## src/rtl/sweep_mon_pkg.sv

```systemverilog
// sweep_mon_pkg: shared state/error encodings and dwell width for sweep_monitor
package sweep_mon_pkg;
    localparam int DWELL_W = 28;
    typedef enum logic [2:0] {IDLE, WAIT_START, TRACK, DRAIN, PASS, FAIL} state_t;
    typedef enum logic [2:0] {
        ERR_NONE, ERR_ORDER, ERR_ONEHOT, ERR_GAP, ERR_SHORT, ERR_LONG, ERR_DONE, ERR_CFG
    } err_t;
endpackage

```

## src/rtl/sweep_monitor_onehot_classify.sv

```systemverilog
// onehot_classify: combinational classification of the monitored pin bus
// ports: gpio_in (bus) -> is_zero (no bit set), is_multi (two or more bits set),
//        index (position of the highest set bit; exact when a single bit is set)
module onehot_classify #(
    parameter int NUM_PINS = 34
)(
    input  logic [NUM_PINS-1:0] gpio_in,
    output logic                is_zero,
    output logic                is_multi,
    output logic [5:0]          index
);
    assign is_zero  = gpio_in == '0;
    assign is_multi = (gpio_in & (gpio_in - NUM_PINS'(1))) != '0;
    always_comb begin
        index = '0;
        for (int i = 0; i < NUM_PINS; i++)
            if (gpio_in[i]) index = 6'(i);
    end
endmodule

```

## src/rtl/sweep_monitor.sv

```systemverilog
// sweep_monitor: checks that the GPIO sweep raises pins one at a time, in order, then signals done
// ports: clk, nrst (async active-low), clear (sync return to IDLE), arm (start pulse),
//        prescaler (dwell in ms), gpio_in (pin bus), done_in (generator done pulse)
//        -> busy, sticky pass/fail, err_code, err_pin (expected pin at failure), sweep_count
// SWEEP_MON_TIMING_EN: when defined, dwell length is checked (SHORT/LONG) and prescaler==0 is a CFG error
module sweep_monitor
    import sweep_mon_pkg::*;
#(
    parameter int NUM_PINS    = 34,
    parameter int CLKS_PER_MS = 10000,
    parameter int TOL         = 2,
    parameter int DONE_WIN    = 16
)(
    input  logic                clk,
    input  logic                nrst,
    input  logic                clear,
    input  logic                arm,
    input  logic [13:0]         prescaler,
    input  logic [NUM_PINS-1:0] gpio_in,
    input  logic                done_in,
    output logic                busy,
    output logic                pass,
    output logic                fail,
    output logic [2:0]          err_code,
    output logic [5:0]          err_pin,
    output logic [7:0]          sweep_count
);
    localparam int WIN_W = $clog2(DONE_WIN + 1);
    localparam logic [5:0] LAST = 6'(NUM_PINS - 1);
    state_t state;
    err_t err_now;
    logic [5:0] idx, index, pin_now;
    logic [WIN_W-1:0] win;
    logic is_zero, is_multi, too_short, too_long, cfg_bad;
    logic go_track, go_next, go_drain, go_pass;
    onehot_classify #(.NUM_PINS(NUM_PINS)) u_cls (
        .gpio_in (gpio_in),
        .is_zero (is_zero),
        .is_multi(is_multi),
        .index   (index)
    );
`ifdef SWEEP_MON_TIMING_EN
    logic [DWELL_W-1:0] dwell, exp_dwell, dwell_inc, lo_lim, hi_lim;
    assign dwell_inc = &dwell ? dwell : dwell + DWELL_W'(1);
    assign hi_lim    = exp_dwell + DWELL_W'(TOL);
    assign lo_lim    = exp_dwell > DWELL_W'(TOL) ? exp_dwell - DWELL_W'(TOL) : '0;
    assign too_long  = dwell_inc > hi_lim;
    assign too_short = dwell < lo_lim;
    assign cfg_bad   = prescaler == '0;
`else
    logic unused_cfg;
    assign unused_cfg = ^{prescaler, CLKS_PER_MS[0], TOL[0]};
    assign too_long   = 1'b0;
    assign too_short  = 1'b0;
    assign cfg_bad    = 1'b0;
`endif
    assign busy = state inside {WAIT_START, TRACK, DRAIN};
    always_comb begin
        err_now  = ERR_NONE;
        pin_now  = idx;
        go_track = 1'b0;
        go_next  = 1'b0;
        go_drain = 1'b0;
        go_pass  = 1'b0;
        case (state)
            WAIT_START: begin
                pin_now = '0;
                if (done_in) err_now = ERR_DONE;
                else if (is_multi) err_now = ERR_ONEHOT;
                else if (!is_zero) begin
                    if (index == '0) go_track = 1'b1;
                    else err_now = ERR_ORDER;
                end
            end
            TRACK: begin
                // done together with the last pin falling is a legal early finish
                if (done_in && !(is_zero && idx == LAST)) err_now = ERR_DONE;
                else if (is_zero) begin
                    if (idx != LAST) err_now = ERR_GAP;
                    else if (too_short) err_now = ERR_SHORT;
                    else if (done_in) go_pass = 1'b1;
                    else go_drain = 1'b1;
                end
                else if (is_multi) err_now = ERR_ONEHOT;
                else if (index == idx) err_now = too_long ? ERR_LONG : ERR_NONE;
                else if (idx != LAST && index == idx + 6'd1) begin
                    if (too_short) err_now = ERR_SHORT;
                    else go_next = 1'b1;
                end
                else begin
                    err_now = ERR_ORDER;
                    pin_now = idx == LAST ? idx : idx + 6'd1;
                end
            end
            DRAIN: begin
                if (done_in) go_pass = 1'b1;
                else if (!is_zero) err_now = ERR_ORDER;
                else if (win == WIN_W'(DONE_WIN - 1)) err_now = ERR_DONE;
            end
            default: ;
        endcase
    end
    always_ff @(posedge clk or negedge nrst) begin
        if (!nrst) begin
            state       <= IDLE;
            idx         <= '0;
            win         <= '0;
            pass        <= 1'b0;
            fail        <= 1'b0;
            err_code    <= ERR_NONE;
            err_pin     <= '0;
            sweep_count <= '0;
`ifdef SWEEP_MON_TIMING_EN
            dwell       <= '0;
            exp_dwell   <= '0;
`endif
        end else if (clear) begin
            state    <= IDLE;
            pass     <= 1'b0;
            fail     <= 1'b0;
            err_code <= ERR_NONE;
            err_pin  <= '0;
        end else if (arm && !busy) begin
            state    <= cfg_bad ? FAIL : WAIT_START;
            pass     <= 1'b0;
            fail     <= cfg_bad;
            err_code <= cfg_bad ? ERR_CFG : ERR_NONE;
            err_pin  <= '0;
            idx      <= '0;
`ifdef SWEEP_MON_TIMING_EN
            exp_dwell <= {14'd0, prescaler} * DWELL_W'(CLKS_PER_MS);
`endif
        end else begin
            if (err_now != ERR_NONE) begin
                state    <= FAIL;
                fail     <= 1'b1;
                err_code <= err_now;
                err_pin  <= pin_now;
            end else if (go_pass) begin
                state       <= PASS;
                pass        <= 1'b1;
                sweep_count <= sweep_count + {7'd0, ~&sweep_count};
            end else if (go_drain) begin
                state <= DRAIN;
                win   <= '0;
            end else if (go_track) begin
                state <= TRACK;
                idx   <= '0;
            end else if (go_next) begin
                idx <= idx + 6'd1;
            end else if (state == DRAIN) begin
                win <= win + WIN_W'(1);
            end
`ifdef SWEEP_MON_TIMING_EN
            dwell <= (go_track || go_next) ? DWELL_W'(1) : dwell_inc;
`endif
        end
    end
endmodule

```

## config.mk

```make
export PLATFORM = sky130hd
export DESIGN_NAME = sweep_monitor
export DESIGN_NICKNAME = d
export VERILOG_FILES = /design/src/rtl/sweep_mon_pkg.sv /design/src/rtl/sweep_monitor_onehot_classify.sv /design/src/rtl/sweep_monitor.sv
export SDC_FILE = /design/constraint.sdc
export NUM_CORES = 1
export LEC_CHECK = 0
export CORE_MARGIN = 10
export CORE_UTILIZATION = 35
export CTS_CLUSTER_SIZE = 10
export DETAILED_ROUTE_END_ITERATION = 16
export GPL_TIMING_DRIVEN = 0
export HOLD_SLACK_MARGIN = 0.12
export SLEW_MARGIN = 25
export SYNTH_ARGS = -nofsm -noshare
export SYNTH_HDL_FRONTEND = slang
export SYNTH_SLANG_ARGS = --single-unit
```

## constraint.sdc

```tcl
create_clock -name clk -period 9.2 [get_ports clk]
set_input_delay 1.84 -clock clk [delete_from_list [all_inputs] [get_ports clk]]
set_output_delay 1.84 -clock clk [all_outputs]
set_load 0.02 [all_outputs]
```

==> metrics.md <==
| Metric | Value |
|---|---|
| Top FF cell, synth | `dfrtp_1` |
| Most common cell in the netlist | `nor2_1` |
| Worst hold-check path type | `register to register` |
| Sw power | `107.7 uW` |
| DR pass1 iterations | `4` |
| Fmax | `185.5 MHz` |
| DRT iter0 DRCs | `197` |
| Placed insts | `536` |
| CTS tree | `done` |
| Most frequent CP cell | `nand4_1` |
| Ant diodes | `0` |
| Async SR Flop Fraction | `1.000` |
| Flops & latches, synth | `33` |
| CP Launch Type | `primary input` |
| Worst Tran Pin Value | `0.6956 ns` |
| Via count | `3168` |
| CP max-delay cell | `clkdlybuf4s50_1` |
| Worst VDD drop | `0.1130 mV` |
| Switching fraction of total power | `0.3100` |
| Avg Vias per Cell | `5.824` |
| Worst skew pair latency | `0.29 ns` |
| Die footprint | `0.01288 mm2` |
| Pwr Density | `90.29 mW/mm2` |
| Leak | `1.360 nW` |
| Hold Vio Cnt, Final | `0` |
| Final WL | `9.286 mm` |
| Slew Viols, Final | `0` |
| Area of the core | `0.008593 mm2` |
| Worst setup margin | `3.810 ns` |
| Max Cap Violations | `0` |
| RSZ-0062 raised after global routing | `false` |
| Internal power | `239.6 uW` |
| Final std cells w/o fill | `544` |
| CTS Sinks | `33` |
| Setup slack, reg-to-reg | `5.61 ns` |
| Compound-cell area share of the yosys netlist | `0.2597` |
| Fin crit share | `0.5859` |
| Syn nets | `431` |
| Largest net degree at the start of global routing | `30` |
| Starting Density | `0.3560` |
| Yosys Warn Count | `0` |
| Die height | `113.5 um` |
| Remaining antenna violation count | `0` |
| Syn Inst Count | `372` |
| Initial antenna violation count | `0` |
| Final min period | `5.390 ns` |
| Vias in the first global route | `3083` |
| WS Path Type | `primary input to register` |
| Mux cell area share after synthesis | `0.02168` |
| # rows | `34` |
| WP data arrival | `5.57 ns` |
| IO Pins | `73` |
| Seq pwr share | `0.437` |
| Number of synthesized flops with an enable pin | `0` |
| Simple-gate share of the synthesized area | `0.3370` |
| Worst-path fanout max | `10` |
| Xor and xnor area share after synthesis | `0.04294` |
| Clk slew on worst S/H paths | `0.07 ns` |
| Worst slew margin | `0.5320` |
| Combinational power share | `0.254` |
| Yosys top cell area share | `0.2699` |
| Crit-path cells | `clkdlybuf4s50_1 > nor4_2 > nand4_1 > buf_2 > o41ai_1 > nand2_1 > nor3_1 > nand4_1 > o21ai_1 > clkbuf_1 > nor3b_1 > o21a_1` |
| Worst Path Required | `9.38 ns` |
| TNS Setup | `0 ns` |
| Fillcell total | `894` |
| Die Width | `113.5 um` |
| Yosys top cell by area | `dfrtp_1` |
| NumNets Final | `494` |
| CTS max path bufs | `2` |
| DRC | `0` |
| Layout area overhead | `25.73%` |
| Setup violations, final | `0` |
| Postcts setup bufs | `0` |
| Main combinational cell family by area after synthesis | `simple AND/OR/NAND/NOR gates` |
| Port Buf Inserts | `55` |
| Root Buffer | `clkbuf_8` |
| # hold bufs at CTS | `0` |
| Mean Syn Cell Area | `8.224 um2` |
| Slowest stage delay, CP | `0.51 ns` |
| GP Congestion | `0.8477` |
| First-pass GRT wire length | `15.19 mm` |
| Htree depth | `2` |
| Hold slack | `0.4873 ns` |
| Post-synthesis adder-cell area fraction | `0.02781` |
| Post-CTS sizing | `0` |
| Top post-synthesis cells by area | `dfrtp_1, o41ai_1, nor2_1` |
| Sequential area share after synthesis | `0.2699` |
| Setup Skew | `0.006049 ns` |
| Share of cells above drive strength 1 | `0.08945` |
| Synth unique cells | `68` |
| Routed WL per cell | `17.07 um` |
| Netlist Area Pre-Place | `0.003059 mm2` |
| Pre-CTS setup slack | `3.551 ns` |
| Overflow after GRT | `0` |
| Global Route Usage Sum | `0.1386` |
| CP endpoint kind | `register` |
| Post-synth top cells | `nor2_1, dfrtp_1, nand2_1, o21ai_0, a21oi_1` |
| DPL Wire Length | `7.210 mm` |
| CTS buffer count | `5` |
| Status | `complete, no violations` |
| Clk pwr share | `0.309` |
==> path summary, 6_finish.rpt <==
check | cells after the start | start | to
worst max-delay path | 12 | gpio_in[13] | err_code[1]$_DFFE_PN0P_
worst min-delay path | 1 | sweep_count[6]$_DFFE_PN0P_ | sweep_count[6]$_DFFE_PN0P_
worst max register to register | 11 | idx[0]$_DFFE_PN0P_ | win[2]$_DFFE_PN0P_
worst min register to register | 1 | sweep_count[6]$_DFFE_PN0P_ | sweep_count[6]$_DFFE_PN0P_
max in group asynchronous | 2 | nrst | win[2]$_DFFE_PN0P_
min in group asynchronous | 1 | nrst | idx[4]$_DFFE_PN0P_
==> cell usage in the layout (no fill, tap or decap), drive strengths merged, types with 3 or more instances in the layout <==
| master | synthesis | final |
|---|---|---|
| nand2b | 4 | 4 |
| and2 | 4 | 4 |
| nand3 | 11 | 11 |
| xor2 | 4 | 4 |
| or3 | 8 | 8 |
| a31oi | 9 | 9 |
| nand2 | 30 | 30 |
| o31ai | 6 | 6 |
| o21bai | 3 | 3 |
| o31a | 3 | 3 |
| nor3b | 3 | 3 |
| nand4 | 8 | 8 |
| o21ai | 22 | 22 |
| clkinv | 1 | 3 |
| buf | 4 | 6 |
| dfrtp | 33 | 33 |
| a21oi | 18 | 18 |
| nor4b | 4 | 4 |
| a21o | 5 | 5 |
| or4 | 6 | 6 |
| a211oi | 6 | 6 |
| and3 | 9 | 9 |
| mux2 | 5 | 5 |
| xnor2 | 11 | 11 |
| ha | 6 | 6 |
| clkbuf | 12 | 17 |
| nor3 | 17 | 17 |
| nor2 | 35 | 35 |
| o41ai | 17 | 17 |
| nor4 | 12 | 12 |
| nor2b | 8 | 8 |
| clkdlybuf4s50 | 0 | 54 |
| inv | 10 | 10 |
==> logic make-up (layout without fill, tap and decap cells) <==
group | count (synthesis) | in the layout
mux | 6 | 6
compound gates | 114 | 114
simple gates | 170 | 170
xor+xnor | 15 | 15
fa+ha+maj | 7 | 7
buf+inv | 27 | 91
flops | 33 | 33
==> cell type report <==
type	instances	area (um2)	area share
sequential	33	825.8	0.2147
multi-input combinational	312	2108	0.5481
clock buffer	5	68.82	0.01789
clock inverter	3	17.52	0.004554
tap	108	135.1	0.03513
timing repair buffer	56	565.5	0.1470
buffer	16	83.83	0.02180
inverter	11	41.29	0.01074
==> state kept, by name (all words and copies together), names as in the netlist <==
| name | flops |
|---|---|
| err_code | 3 |
| fail | 1 |
| win | 5 |
| sweep_count | 8 |
| err_pin | 6 |
| idx | 6 |
| state | 3 |
| pass | 1 |
==> metal layers <==
| layer | share of wire | track usage |
|---|---|---|
| met1 | 0.46 | 0.1740 |
| met2 | 0.48 | 0.2375 |
| met3 | 0.052 | 0.02887 |
| met4 | 0.0075 | 0.02876 |
| met5 | 0 | 0 |
==> power groups by stage <==
stage,logic [mW],registers [mW],clock network [mW]
CTS,0.0886,0.152,0.111
global route,0.0966,0.152,0.117
floorplan,0.0385,0.158,0
global placement,0.0868,0.155,0
finish,0.0883,0.152,0.107
detailed placement,0.0881,0.154,0
==> stage by stage <==
stage                     cell area, um2  utilization  power (mW)
after floorplan                     3059            -      0.1962
after global placement              3745       0.4358      0.2413
after detailed placement            3760       0.4375      0.2424
after CTS                           3846       0.4476      0.3518
after global routing                3846       0.4476      0.3659
final                               3846       0.4476      0.3473
==> worst max-delay path: cells and delay by family <==
kind            cells  cell delay, ns
buf+inv             3            1.26
simple gates        6            1.61
compound gates      3            0.86
(Power assumes the default switching activity.)
